==> src/rtl/sram_wbuf_init.sv <==
// sram_wbuf_init: front end for a 512x12 two-port masked SRAM macro.
// After reset the array is swept to zero, then read/write requests are served.
// Writes pass through a one-entry buffer; reads return one cycle after accept.
// Optional build macro SRAM_WBUF_FWD_EN: same-cycle same-address read-after-write
// forwarding per mask segment (write-first). Undefined: read-first behaviour.
module sram_wbuf_init #(
    parameter int DEPTH  = 512,
    parameter int ADDR_W = 9,
    parameter int WIDTH  = 12,
    parameter int SEG    = 2,
    parameter int SEG_W  = 6
) (
    input  logic              clock,
    input  logic              reset,
    output logic              init_done,
    input  logic              r_req_valid,
    output logic              r_req_ready,
    input  logic [ADDR_W-1:0] r_req_addr,
    output logic              r_resp_valid,
    output logic [WIDTH-1:0]  r_resp_data,
    input  logic              w_req_valid,
    output logic              w_req_ready,
    input  logic [ADDR_W-1:0] w_req_addr,
    input  logic [WIDTH-1:0]  w_req_data,
    input  logic [SEG-1:0]    w_req_mask,
    output logic              sram_R0_en,
    output logic [ADDR_W-1:0] sram_R0_addr,
    input  logic [WIDTH-1:0]  sram_R0_data,
    output logic              sram_W0_en,
    output logic [ADDR_W-1:0] sram_W0_addr,
    output logic [WIDTH-1:0]  sram_W0_data,
    output logic [SEG-1:0]    sram_W0_mask
);

    // state | meaning
    // INIT  | zero-sweep of every entry, requests not accepted
    // RUN   | serving reads and writes, terminal until reset
    localparam logic [0:0] ST_INIT = 1'b0;
    localparam logic [0:0] ST_RUN  = 1'b1;

    localparam logic [ADDR_W-1:0] LAST_ADDR = ADDR_W'(DEPTH - 1);

    logic [0:0]        state_q,    state_d;
    logic [ADDR_W-1:0] init_cnt_q, init_cnt_d;
    logic              w_en_q,     w_en_d;
    logic [ADDR_W-1:0] w_addr_q,   w_addr_d;
    logic [WIDTH-1:0]  w_data_q,   w_data_d;
    logic [SEG-1:0]    w_mask_q,   w_mask_d;
    logic              r_vld_q,    r_vld_d;

    logic              run;
    logic              r_fire;
    logic              w_fire;
    logic [SEG-1:0]    fwd_mask;
    logic [WIDTH-1:0]  fwd_data;

    assign run          = (state_q == ST_RUN);
    assign init_done    = run;
    assign r_req_ready  = run;
    assign w_req_ready  = run;
    assign r_fire       = r_req_valid && run;
    assign w_fire       = w_req_valid && run;

    assign sram_R0_en   = r_fire;
    assign sram_R0_addr = r_req_addr;

    // The write port is driven straight from the buffer registers, which also
    // carry the sweep writes so the macro sees clean registered timing.
    assign sram_W0_en   = w_en_q;
    assign sram_W0_addr = w_addr_q;
    assign sram_W0_data = w_data_q;
    assign sram_W0_mask = w_mask_q;
    assign r_resp_valid = r_vld_q;

    // Sequencing and write-buffer next-state: the sweep address stays one step
    // ahead in w_addr_d so that w_addr_q always equals init_cnt_q during INIT.
    always_comb begin
        state_d    = state_q;
        init_cnt_d = init_cnt_q;
        w_en_d     = 1'b0;
        w_addr_d   = w_addr_q;
        w_data_d   = w_data_q;
        w_mask_d   = w_mask_q;
        r_vld_d    = r_fire;
        if (state_q == ST_INIT) begin
            if (init_cnt_q == LAST_ADDR) begin
                state_d = ST_RUN;
            end else begin
                init_cnt_d = init_cnt_q + ADDR_W'(1);
                w_en_d     = 1'b1;
                w_addr_d   = init_cnt_q + ADDR_W'(1);
                w_data_d   = '0;
                w_mask_d   = '1;
            end
        end else if (w_fire) begin
            w_en_d   = 1'b1;
            w_addr_d = w_req_addr;
            w_data_d = w_req_data;
            w_mask_d = w_req_mask;
        end
    end

    // Main state, sweep counter, write buffer and read-response valid.
    always_ff @(posedge clock) begin
        if (reset) begin
            state_q    <= ST_INIT;
            init_cnt_q <= '0;
            w_en_q     <= 1'b1;
            w_addr_q   <= '0;
            w_data_q   <= '0;
            w_mask_q   <= '1;
            r_vld_q    <= 1'b0;
        end else begin
            state_q    <= state_d;
            init_cnt_q <= init_cnt_d;
            w_en_q     <= w_en_d;
            w_addr_q   <= w_addr_d;
            w_data_q   <= w_data_d;
            w_mask_q   <= w_mask_d;
            r_vld_q    <= r_vld_d;
        end
    end

`ifdef SRAM_WBUF_FWD_EN
    logic [SEG-1:0]   fwd_mask_q, fwd_mask_d;
    logic [WIDTH-1:0] fwd_data_q, fwd_data_d;

    // Capture the same-cycle same-address write so the read response is write-first.
    always_comb begin
        fwd_mask_d = '0;
        fwd_data_d = fwd_data_q;
        if (r_fire && w_fire && (r_req_addr == w_req_addr)) begin
            fwd_mask_d = w_req_mask;
            fwd_data_d = w_req_data;
        end
    end

    // Forwarding registers.
    always_ff @(posedge clock) begin
        if (reset) begin
            fwd_mask_q <= '0;
            fwd_data_q <= '0;
        end else begin
            fwd_mask_q <= fwd_mask_d;
            fwd_data_q <= fwd_data_d;
        end
    end

    assign fwd_mask = fwd_mask_q;
    assign fwd_data = fwd_data_q;
`else
    // Read-first: the array value is returned unmodified.
    assign fwd_mask = '0;
    assign fwd_data = '0;
`endif

    // Per-segment merge of forwarded write data over the array read data.
    always_comb begin
        r_resp_data = sram_R0_data;
        for (int i = 0; i < SEG; i++) begin
            if (fwd_mask[i]) begin
                r_resp_data[i*SEG_W +: SEG_W] = fwd_data[i*SEG_W +: SEG_W];
            end
        end
    end

endmodule

==> config.mk <==
export PLATFORM = sky130hd
export DESIGN_NAME = sram_wbuf_init
export DESIGN_NICKNAME = d
export VERILOG_FILES = /design/src/rtl/sram_wbuf_init.sv
export SDC_FILE = /design/constraint.sdc
export NUM_CORES = 1
export LEC_CHECK = 0
export BUFFER_PORTS_ARGS = -buffer_cell sky130_fd_sc_hd__buf_2
export CAP_MARGIN = 20
export CORE_ASPECT_RATIO = 1.2
export CORE_UTILIZATION = 40
export DETAILED_ROUTE_END_ITERATION = 12
export GPL_ROUTABILITY_DRIVEN = 0
export PLACE_DENSITY = 0.75
export SYNTH_ARGS = -nofsm -noshare
export SYNTH_HDL_FRONTEND = slang
export SYNTH_SLANG_ARGS = --single-unit
==> constraint.sdc <==
create_clock -name clock -period 3.1 [get_ports clock]
set_input_delay 0 -clock clock [delete_from_list [all_inputs] [get_ports clock]]
set_output_delay 0 -clock clock [all_outputs]
set_load 0.01 [all_outputs]
==> out/results.ini <==
[yosys]
synth_top_cell_by_area = dfxtp_1
synth_compound_area_share_pct = 19.5
synth_adder_area_share_pct = 2.27
syn_area_per_cell_um2 = 9.29
synthSimpleGateAreaFrac_pct = 17.2
synth_top_area_share_pct = 42.4
ys.warnings.count = 0
synthFlopType = dfxtp_1
synthXorXnorAreaFrac_pct = 2.12
synthMuxAreaShare_pct = 1.21
synth-seq-cells = 35
synth_edf_count = 0
synth_top_family_by_area = compound AO/OA/AOI/OAI gates
syn_nets = 229
synth.most_common_cell = dfxtp_1
synth_top_cells_by_area = dfxtp_1 42%, buf_4 11%, a22o_1 6.4%
ys_top_cells_by_count = 35 x dfxtp_1, 25 x buf_4, 12 x a22o_1
ys_types = 38
syn_area_mm2 = 0.00165
synth.yosys.seq_area_share_pct = 42.4
netlist_instances = 178
async_flop_share_pct = 0

[die]
ios = 98
dieArea_mm2 = 0.00439
die_w_um = 60.7
std_cell_rows = 25
core-area_mm2 = 0.00394
start_util_pct = 41.9
fp.dieH_um = 72.4

[cells_and_area]
finish.utilization_pct = 50.3
drive_above_1_share_pct = 30.2
diodes = 0
area_growth_pct = 20.0
nets = 272

[place]
dp_hpwl_mm = 2.53
dp_slack_ns = 1.04
io_buffers = 55

[timing]
rsz0062_at_grt = no
hold_viol_final = 0
post-route-period-util_pct = 65.9
finalSetupViolCount = 0
timing.final.ws_setup_ns = 1.06
fin_skew_ns = 0.00275
worst_pin_slew_ns = 0.773
tns_ns = 0
relSlewSlack_pct = 48.2
slew_violations = 0
finalCriticalPeriod_ns = 2.04
fmax_mhz = 489

[clock_network]
h-tree-depth = 2
cts.sinks = 35
path_clk_slew_ns = 0.07
cts_resized = 0
cts_tree = built
clk_latency_ns = 0.29
max-clock-path-buffers = 2
cts_root_buf = clkbuf_8
cts_buffers = 5

[drt]
drc = 0
drtIter0Drc = 63
avgViaCountPerCell = 5.16
postRouteAntennaNets = 0
routed_wirelength_mm = 3.79
vias = 1425
drtPass1Iterations = 4
wl_per_cell_um = 13.7

[critical_path]
path_cells = ha_1, nand3_1, nor2_1, ha_1, nor2_1, nor3_2, a22o_1
critPathSlowestCell = nor3_2
worstPathArrival_ns = 2.28
worst-setup-path-type = reg -> reg
worstPathMaxFanout = 13
crit_path_end_kind = register
cp.required_ns = 3.34
slowest_delay_ns = 0.62
cp-start-kind = register

[power_and_ir_drop]
leakagePower_nw = 0.847
power_density_mw_per_mm2 = 423
peakVddDrop_mv = 0.180

[global_routing]
grtUsageTotal_pct = 18.0
grt_pass1_vias = 1341
antenna_found_initial = 0
grt_max_degree = 24
grt_pass1_wl_mm = 5.80
overflow = 0

[hold_path]
hold_path.class = in -> out

[job]
drv_cap = 0

[status]
status = finished, final reports clean

==> registers in the layout (all words and copies together), names as in the netlist <==
signal / cells
sram_W0_en: 1
init_done: 1
r_resp_valid: 1
sram_W0_mask: 2
sram_W0_data: 12
init_cnt_q: 9
sram_W0_addr: 9
==> cell families (layout without fill, tap and decap cells) <==
kind of cell,Yosys count,in the layout
mux,2,2
xor+xnor,4,4
fa+ha+maj,3,3
compound gates,45,45
flops,35,35
simple gates,52,52
buf+inv,37,81
==> worst max-delay path: cells and delay by family, from the launching register on <==
kind,cells,cell delay [ns]
simple gates,4,0.92
fa+ha+maj,2,0.43
flops,1,0.39
compound gates,1,0.24
==> placed cells by master (no fill, tap or decap), drive strengths merged <==
master       Yosys  routed
a211oi           4       4
a21oi            9       9
a22o            12      12
a311oi           2       2
a31oi            1       1
and2             3       3
buf             31      56
clkbuf           3       7
clkinv           0       1
dfxtp           35      35
dlygate4sd3      0      14
ha               3       3
inv              3       3
mux2i            2       2
nand2            9       9
nand2b           1       1
nand3            5       5
nand3b           1       1
nand4            1       1
nor2            10      10
nor3             9       9
nor3b            3       3
o211ai           2       2
o21ai            8       8
o221ai           2       2
o311ai           1       1
o31ai            3       3
o32ai            1       1
or2              2       2
or3              3       3
or4              5       5
xnor2            2       2
xor2             2       2
==> path summary, 6_finish.rpt <==
check	from	end	slack, ns	cells after the start
setup / recovery	init_cnt_q[0]$_SDFFE_PP0P_	sram_W0_data[5]$_SDFFE_PP0P_	1.06	7
hold / removal	sram_R0_data[2]	r_resp_data[2]	0.000004	0
setup reg to reg	init_cnt_q[0]$_SDFFE_PP0P_	sram_W0_data[5]$_SDFFE_PP0P_	1.06	7
hold reg to reg	sram_W0_data[10]$_SDFFE_PP0P_	sram_W0_data[10]$_SDFFE_PP0P_	0.47	1
==> stage by stage <==
stage	hold WS, ns	power, W	instance area, um^2	instances
after floorplan	0.0918	0.000523	1650	178
after detailed placement	0.0000686	0.000518	1760	254
final	0.00000444	0.000840	1980	276
after global routing	0.0000151	0.000879	1980	276
after CTS	0.0000686	0.000848	1980	276
after global placement	0.0000686	0.000519	1760	254
==> final cells by class <==
| class | count | area (um^2) |
|---|---|---|
| flip-flops and latches | 35 | 701 |
| inverters | 3 | 11.3 |
| clock inverters | 1 | 5.00 |
| clock buffers | 7 | 76.3 |
| well taps | 54 | 67.6 |
| repair buffers | 70 | 423 |
| multi-input cells | 106 | 699 |
| fillers | 383 | 1960 |
==> power by group <==
part	switching [W]	leakage (nW)	internal [W]	total, W
combinational	0.0000243	0.522	0.0000354	0.0000597
sequential	0.00000562	0.283	0.000457	0.000462
clock	0.000160	0.0422	0.000157	0.000318
==> what timing repair did <==
action / 4_1_cts / 5_1_grt
hold endpoints to repair: 14 / 0
setup buffers: 0 / 0
hold buffers: 14 / 0
==> layer usage <==
layer / share of wire, % / up-vias / GRT usage [%]
met5: 0 / - / 0
met4: 2.0 / 0 / 9.60
met3: 6.4 / 9 / 7.49
met2: 47 / 53 / 29.3
met1: 44 / 657 / 19.6
li1: - / 706 / -
Power figures use the tool's default switching activity.
